## config.mk

```make
export PLATFORM = sky130hd
export DESIGN_NAME = conbus_test_slave
export DESIGN_NICKNAME = d
export VERILOG_FILES = /design/src/rtl/conbus_test_slave_pkg.sv /design/src/rtl/conbus_test_slave_lfsr.sv /design/src/rtl/conbus_test_slave.sv
export SDC_FILE = /design/constraint.sdc
export NUM_CORES = 2
export LEC_CHECK = 0
export ABC_CLOCK_PERIOD_IN_PS = 6900
export CAP_MARGIN = 20
export CORE_MARGIN = 1
export CORE_UTILIZATION = 57
export CTS_CLUSTER_DIAMETER = 50
export DETAILED_ROUTE_END_ITERATION = 7
export DONT_BUFFER_PORTS = 1
export GPL_TIMING_DRIVEN = 0
export PLACE_DENSITY_LB_ADDON = 0.08
export RECOVER_POWER = 100
export SLEW_MARGIN = 25
export SYNTH_ARGS = -nofsm -noshare
export SYNTH_HDL_FRONTEND = slang
export SYNTH_SLANG_ARGS = --single-unit
export TNS_END_PERCENT = 100
```

## constraint.sdc

```tcl
create_clock -name sys_clk -period 6.9 [get_ports sys_clk]
set_input_delay 0.345 -clock sys_clk [delete_from_list [all_inputs] [get_ports sys_clk]]
set_output_delay 0.345 -clock sys_clk [all_outputs]
set_load 0.01 [all_outputs]
```

## src/rtl/conbus_test_slave_pkg.sv

```systemverilog
// Shared definitions for the conbus Wishbone test slave: FSM states, the only
// legal cycle type, and the Galois LFSR step used for wait-state generation.
package conbus_test_slave_pkg;

  typedef enum logic [1:0] {
    ST_IDLE = 2'd0,
    ST_WAIT = 2'd1,
    ST_ACK  = 2'd2
  } state_e;

  localparam logic [2:0]  CTI_CLASSIC = 3'b000;

  // Right-shifting Galois form of x^32 + x^22 + x^2 + x + 1
  localparam logic [31:0] LFSR_TAPS   = 32'h8020_0003;

  function automatic logic [31:0] lfsr_next(input logic [31:0] q);
    return {1'b0, q[31:1]} ^ (q[0] ? LFSR_TAPS : '0);
  endfunction

endpackage

```

## src/rtl/conbus_test_slave_lfsr.sv

```systemverilog
// 32-bit Galois LFSR (taps 32,22,2,1); loads seed on reset, steps when en=1.
module conbus_test_lfsr
  import conbus_test_slave_pkg::*;
(
  input  logic        sys_clk,
  input  logic        sys_rst,
  input  logic        en,
  input  logic [31:0] seed,
  output logic [31:0] q
);

  logic [31:0] q_q;
  logic [31:0] q_d;

  always_comb begin
    q_d = q_q;
    if (en) q_d = lfsr_next(q_q);
  end

  always_ff @(posedge sys_clk) begin
    if (sys_rst) q_q <= seed;
    else         q_q <= q_d;
  end

  assign q = q_q;

endmodule

```

## src/rtl/conbus_test_slave.sv

```systemverilog
// Wishbone classic test slave: byte-lane word memory, pseudo-random wait
// states from an LFSR, transaction counters and a sticky protocol-error flag.
module conbus_test_slave
  import conbus_test_slave_pkg::*;
#(
  parameter int unsigned id    = 0,
  parameter int unsigned aw    = 6,
  parameter int unsigned wbits = 2,
  parameter logic [31:0] seed  = 32'hACE1,
  parameter int unsigned cw    = 16
) (
  input  logic          sys_clk,
  input  logic          sys_rst,
  input  logic [31:0]   adr,
  input  logic [31:0]   dat_w,
  output logic [31:0]   dat_r,
  input  logic [3:0]    sel,
  input  logic          we,
  input  logic [2:0]    cti,
  input  logic          cyc,
  input  logic          stb,
  output logic          ack,
  output logic [cw-1:0] rcount,
  output logic [cw-1:0] wcount,
  output logic          err
);

  localparam int unsigned DEPTH = 1 << aw;

  state_e             state_q, state_d;
  logic [wbits-1:0]   wcnt_q, wcnt_d;
  logic [31:0]        adr_q, dat_q;
  logic [3:0]         sel_q;
  logic               we_q;
  logic               err_q, err_d;
  logic [cw-1:0]      rcount_q, rcount_d;
  logic [cw-1:0]      wcount_q, wcount_d;
  logic [31:0]        mem_q [DEPTH] = '{default: '0};

  logic               req;
  logic               latch;
  logic               lfsr_en;
  logic [31:0]        lfsr_q;
  logic               commit;
  logic               cmt_we;
  logic [3:0]         cmt_sel;
  logic [31:0]        cmt_dat;
  logic [aw-1:0]      cmt_idx;
  logic               mismatch;
  logic               unused_ok;

  conbus_test_lfsr u_lfsr (
    .sys_clk (sys_clk),
    .sys_rst (sys_rst),
    .en      (lfsr_en),
    .seed    (seed),
    .q       (lfsr_q)
  );

  assign req      = cyc & stb;
  assign mismatch = (adr != adr_q) | (we != we_q) | (sel != sel_q) | (dat_w != dat_q);

  // A zero-wait request commits on its accept edge, before the latches hold it
  always_comb begin
    if (state_q == ST_IDLE) begin
      cmt_we  = we;
      cmt_sel = sel;
      cmt_dat = dat_w;
      cmt_idx = adr[aw+1:2];
    end else begin
      cmt_we  = we_q;
      cmt_sel = sel_q;
      cmt_dat = dat_q;
      cmt_idx = adr_q[aw+1:2];
    end
  end

  always_comb begin
    state_d  = state_q;
    wcnt_d   = wcnt_q;
    err_d    = err_q;
    rcount_d = rcount_q;
    wcount_d = wcount_q;
    latch    = 1'b0;
    lfsr_en  = 1'b0;
    commit   = 1'b0;

    if (stb && !cyc) err_d = 1'b1;

    unique case (state_q)
      ST_IDLE: begin
        if (req) begin
          latch   = 1'b1;
          lfsr_en = 1'b1;
          wcnt_d  = lfsr_q[wbits-1:0];
          if (cti != CTI_CLASSIC) err_d = 1'b1;
          if (lfsr_q[wbits-1:0] == '0) begin
            state_d = ST_ACK;
            commit  = 1'b1;
          end else begin
            state_d = ST_WAIT;
          end
        end
      end
      ST_WAIT: begin
        if (!req) begin
          err_d   = 1'b1;
          state_d = ST_IDLE;
        end else begin
          if (mismatch) err_d = 1'b1;
          wcnt_d = wcnt_q - wbits'(1);
          if (wcnt_q == wbits'(1)) begin
            state_d = ST_ACK;
            commit  = 1'b1;
          end
        end
      end
      ST_ACK:  state_d = ST_IDLE;
      default: state_d = ST_IDLE;
    endcase

    if (commit) begin
      if (cmt_we) wcount_d = wcount_q + cw'(1);
      else        rcount_d = rcount_q + cw'(1);
    end
  end

  always_ff @(posedge sys_clk) begin
    if (sys_rst) begin
      state_q  <= ST_IDLE;
      wcnt_q   <= '0;
      err_q    <= 1'b0;
      rcount_q <= '0;
      wcount_q <= '0;
    end else begin
      state_q  <= state_d;
      wcnt_q   <= wcnt_d;
      err_q    <= err_d;
      rcount_q <= rcount_d;
      wcount_q <= wcount_d;
    end
  end

  always_ff @(posedge sys_clk) begin
    if (latch) begin
      adr_q <= adr;
      dat_q <= dat_w;
      sel_q <= sel;
      we_q  <= we;
    end
  end

  always_ff @(posedge sys_clk) begin
    if (commit && cmt_we && !sys_rst) begin
      for (int unsigned i = 0; i < 4; i++) begin
        if (cmt_sel[i]) mem_q[cmt_idx][8*i +: 8] <= cmt_dat[8*i +: 8];
      end
    end
  end

  assign ack    = (state_q == ST_ACK);
  assign dat_r  = ack ? mem_q[adr_q[aw+1:2]] : '0;
  assign rcount = rcount_q;
  assign wcount = wcount_q;
  assign err    = err_q;

  assign unused_ok = ^{lfsr_q, 32'(id)};

endmodule
```

# --- Word-level counts from Yosys, hierarchy flattened ---
# Memories as Yosys holds them, arrays and structs flattened. A register that Yosys moved wholly into a read port is not among the register bits.
# Index checks and enable logic that the tools add are counted.
classes:
  addsub: 3
  eq_ne: 10
  n_mux: 40
  bitwise_logic: 6
  reduce_logical: 13
ops:
  columns: ["op", "n"]
  rows:
  - ["2-to-1 mux 32 bit", 3]
  - ["!= test 32 bit", 2]
  - ["adder 16 x 1 -> 16 bit, second input constant", 2]
  - ["bitwise XOR 31 x 32 -> 32 bit", 1]
  - ["2-to-1 mux 1 bit", 24]
  - ["2-to-1 mux 2 bit", 6]
  - ["2-to-1 mux 6 bit", 2]
  - ["case mux 2 bit (2 select lines)", 2]
  - ["AND reduction 2 bit", 3]
  - ["== test 2 x 1 -> 1 bit, second input constant", 2]
  - ["logical NOT 2 bit", 2]
  - ["2-to-1 mux 4 bit", 1]
  - ["!= test 2 bit, second input constant", 2]
  - ["!= test 4 bit", 1]
  - ["case mux 1 bit (2 select lines)", 2]
  - ["logical AND 1 bit", 3]
  - ["!= test 3 bit, second input constant", 1]
  - ["OR 1 bit", 3]
  - ["AND reduction 3 bit", 1]
  - ["nonzero test 3 bit", 1]
  - ["== test 2 bit, second input constant", 1]
  - ["logical NOT 1 bit", 2]
  - ["nonzero test 2 bit", 1]
  - ["subtractor 2 x 1 -> 2 bit, second input constant", 1]
  - ["3 further kinds", 3]
word_totals:
  register_bits: 138
  ram_bits: 2048
  inputBits: 76
  output_inout_bits: 66
  wordCells: 83
  mem_count: 1
memory_table:
  columns: ["name", "words", "word_bits", "read_ports", "rd_clocked_by_memory_dff", "wr", "line", "text"]
  rows:
  - ["mem_q", 64, 32, 1, 1, 1, "conbus_test_slave.sv:38", "logic [31:0] mem_q [DEPTH] = '{default: '0};"]

# --- Logic depth before layout (Yosys ltp) ---
logic_depth:
  word_depth: 8
  mapped_depth: 11
  depth_no_buf: 8

# --- Hierarchy ---
# From an unflattened synthesis, not the netlist that was laid out.
hier_totals:
  hier_cells: 4210
  hier_area_um2: 86520.5
by_module_without_submodules:
  columns: ["mod", "instances", "cells_each", "area_per_inst_um2"]
  rows:
  - ["conbus_test_slave", 1, 4135, 85025.3]
  - ["conbus_test_lfsr", 1, 75, 1495.2]

# --- Worst setup path after synthesis ---
# Ideal clock, no wire load.
synth_timing:
  kind: "reg-to-reg"
  startpoint: "register state_q[0]"
  endpoint: "memory mem_q[0][10] (data pin)"
  arrival_ns: 3.663
  required_time_ns: 6.198
  setup_slack_ns: 2.535
  stages_incl_launch_ff: 7
  path_buffers: 4
  cell_sequence: "dfxtp_1 buf_2 nor2_2 buf_2 buf_2 buf_1 o21ai_0"
synth_between:
  elab_chain_len: 2
synth_lines:
  columns: ["item", "line", "text"]
  rows:
  - ["from (decl)", "conbus_test_slave.sv:30", "state_e state_q, state_d;"]
  - ["from (signal assigned)", "conbus_test_slave.sv:136", "state_q <= state_d;"]
  - ["logical NOT 2 bit", "conbus_test_slave.sv:65", "if (state_q == ST_IDLE) begin"]
  - ["2-to-1 mux 32 bit", "conbus_test_slave.sv:65", null]
  - ["named net cmt_dat[10]", "conbus_test_slave.sv:47", "logic [31:0] cmt_dat;"]
  - ["to (decl)", "conbus_test_slave.sv:38", null]
# The timed path passes the listed nets, and every way through them passes these cells.

==> results.json <==
{
  "status": "finished with violations",
  "violations": "capacitance limit, slew limit, setup timing",
  "switchingPower_mw": 7.16,
  "remaining_drc_errors": 0,
  "synth_largest_area_cell": "edfxtp_1",
  "clock_path_buffers": 3,
  "path_class": "register to output port",
  "grt_max_degree": 65,
  "reg2reg_depth": 8,
  "worstHoldPathType": "primary input to register",
  "p_sw_frac": 0.242,
  "crit_chain": "buf_2 > buf_2 > buf_2 > inv_1 > buf_2 > clkbuf_1 > nor2_1 > a22oi_1 > nand2_1",
  "cp_slowest_cell": "clkbuf_1",
  "rsz0062_at_grt": "false",
  "clkPwrFrac": 0.410,
  "port_buffers": 0,
  "place_congestion": 1.01,
  "critPathLaunchType": "register",
  "cts.repair.resized": 0,
  "die_w_um": 391,
  "dr_total_vias": 49600,
  "power_frac_seq": 0.500,
  "ir_worst_vdd_mv": 0.237,
  "max-slew-margin-rel": -1.09,
  "synthCells": 4182,
  "pwr-share-comb": 0.090,
  "max_freq_ghz": 0.139,
  "cts.hold.buffers_added": 74,
  "syn-cell-area_mm2": 0.0863,
  "numCtsBuffers": 220,
  "crit_top_cell": "buf_2",
  "dr.first_iter.drc_count": 8542,
  "syn_area_per_cell_um2": 20.6,
  "hp-start": "dat_w[22]",
  "p_leak_nw": 30.7,
  "yosys-top-cells-count": "edfxtp_1, mux4_2, nand2_1, nor2_1, nor3_1",
  "wl_per_cell_um": 46.7,
  "drive_gt1_frac": 0.243,
  "fin_crit_ns": 7.20,
  "slew_violations": 2491,
  "p_int_mw": 22.4,
  "grt_usage": 0.421,
  "synth_edf_count": 2117,
  "setup_viol_count_final": 3,
  "antenna_found_initial": 26,
  "worstPathRequired_ns": 6.55,
  "routed_via_density": 7.28,
  "synth-seq-cells": 2192,
  "async_flop_share": 0,
  "hold_viol": 0,
  "power_density_mw_per_mm2": 302,
  "ys_seq_area_frac": 0.754,
  "synthDistinctLibCells": 63,
  "tritoncts": "done",
  "die_h_um": 391,
  "whs_path_depth": 5,
  "cp-end-kind": "output port",
  "cpPeakStageDelay_ns": 1.44,
  "die-area_mm2": 0.153,
  "rows": 142,
  "firstDrtPassIters": 7,
  "min_to": "err",
  "root_buffer": "clkbuf_16",
  "cts.reportedPaths.clkPinSlew_ns": 0.06,
  "ant_nets": 0,
  "grt_first_pass_wirelength_um": 416000,
  "rr_endpoint": "mem_q[50][10]",
  "yosys_warnings": 0,
  "worst_pin_slew_ns": 3.13,
  "critPathArrivalTime_ns": 6.85,
  "synth_top_area_share": 0.737,
  "grt_pass1_vias": 46300,
  "final_nets": 4667,
  "grt_overflow": 0,
  "initial_core_util": 0.575,
  "cap_viol_max_count": 101,
  "fin_tns_setup_ns": -0.399,
  "fin_ws_ns": -0.295,
  "r2r_slack_ns": 0.10,
  "place_hpwl_um": 213000,
  "utilization": 0.652,
  "post_cts_buffers": 0,
  "r2r-start": "state_q[0]",
  "core_mm2": 0.150,
  "skew_ns": 0.0323,
  "worst-path-max-fanout": 10,
  "clock-sinks": 2192,
  "finalWirelength_um": 318000,
  "ys_top_cells_by_area": "edfxtp_1, mux4_2, dfxtp_1, nand2_1, nor2_1",
  "synth_ff_type": "edfxtp_1",
  "clock_latency_ns": 0.87,
  "cts_max_level": 4,
  "syn-num-nets": 4262,
  "pin_count": 142,
  "syn_to_final_growth_pct": 13.4,
  "synth.most_common_cell": "edfxtp_1",
  "fin_crit_sh": 1.04
}
==> logic make-up after synthesis <==
kind of cell,Yosys count,share of synthesized area
xor+xnor,81,0.00822
simple gates,713,0.0407
fa+ha+maj,4,0.000580
mux,679,0.163
compound gates,238,0.0178
buf+inv,275,0.0162
flops,2192,0.754
==> worst max-delay path by stage <==
stage	slack (ns)	from	end
global placement	-1.77	state_q[0]	mem_q[56][10]
global route	0.28	state_q[0]	mem_q[50][10]
floorplan	2.54	state_q[0]	mem_q[0][10]
finish	-0.30	register	dat_r[18]
detailed placement	1.39	register	dat_r[18]
CTS	0.46	register	dat_r[18]
==> power by group through the flow <==
stage / clock network (mW) / logic [mW] / registers [mW]
final: 12.1 / 2.65 / 14.8
after floorplan: 0 / 1.21 / 15.0
after global placement: 0 / 2.35 / 15.1
after CTS: 12.0 / 2.58 / 14.8
after global routing: 12.5 / 2.60 / 14.8
after detailed placement: 0 / 2.53 / 15.0
==> placed cells by master, fill, tap and decap left out, types with 51 or more instances in the layout <==
cell type / instances
a21oi_1: 68
buf_2: 90
clkbuf_1: 173
clkbuf_16: 223
clkbuf_2: 51
dfxtp_1: 75
dlygate4sd3_1: 74
edfxtp_1: 2117
mux2i_1: 61
mux4_2: 574
nand2_1: 211
nor2_1: 194
nor3_1: 158
xor2_1: 53
==> sequential cells by signal, indices dropped and copies added, names as in the netlist, named ones only <==
register / flops
mem_q: 2048
adr_q: 32
dat_q: 32
u_lfsr.q: 32
rcount: 16
wcount: 16
sel_q: 4
state_q: 2
wcnt_q: 2
err: 1
we_q: 1
==> critical path, delay by kind of cell (launching register included) <==
family	cells	cell delay, ns
flops	1	0.30
buf+inv	6	3.73
compound gates	1	0.79
simple gates	2	1.10
==> through the flow <==
step	power [mW]	cell area [µm²]	hold slack, ns	setup WS, ns	cells
3_5_place_dp	17.6	91400	0.444	1.39	6307
2_1_floorplan	16.2	86300	0.432	2.54	4182
6_report	29.5	97900	0.0669	-0.295	6817
3_3_place_gp	17.4	88800	0.438	-1.77	6198
5_1_grt	29.9	97900	0.0921	0.278	6798
4_1_cts	29.4	99400	0.00269	0.461	6797
==> area by class of cell <==
cell class / instances / area [µm²]
Clock buffer: 273 / 5790
Antenna cell: 20 / 50.0
Buffer: 245 / 1270
Sequential cell: 2192 / 65100
Inverter: 30 / 113
Timing Repair Buffer: 183 / 2080
Clock inverter: 143 / 1440
Fill cell: 10100 / 52200
Multi-Input combinational cell: 1715 / 19600
Tap cell: 2016 / 2520
==> metal layers <==
metal  global-route usage  share of wire  vias to the layer above
met3                0.179           0.16                     1072
met2                0.586           0.42                     4569
met4                0.283          0.089                       18
met1                0.541           0.33                    25800
li1                     -              -                    18100
met5              0.00574        0.00057                        -
No activity file was read; power rests on OpenSTA's default activity.
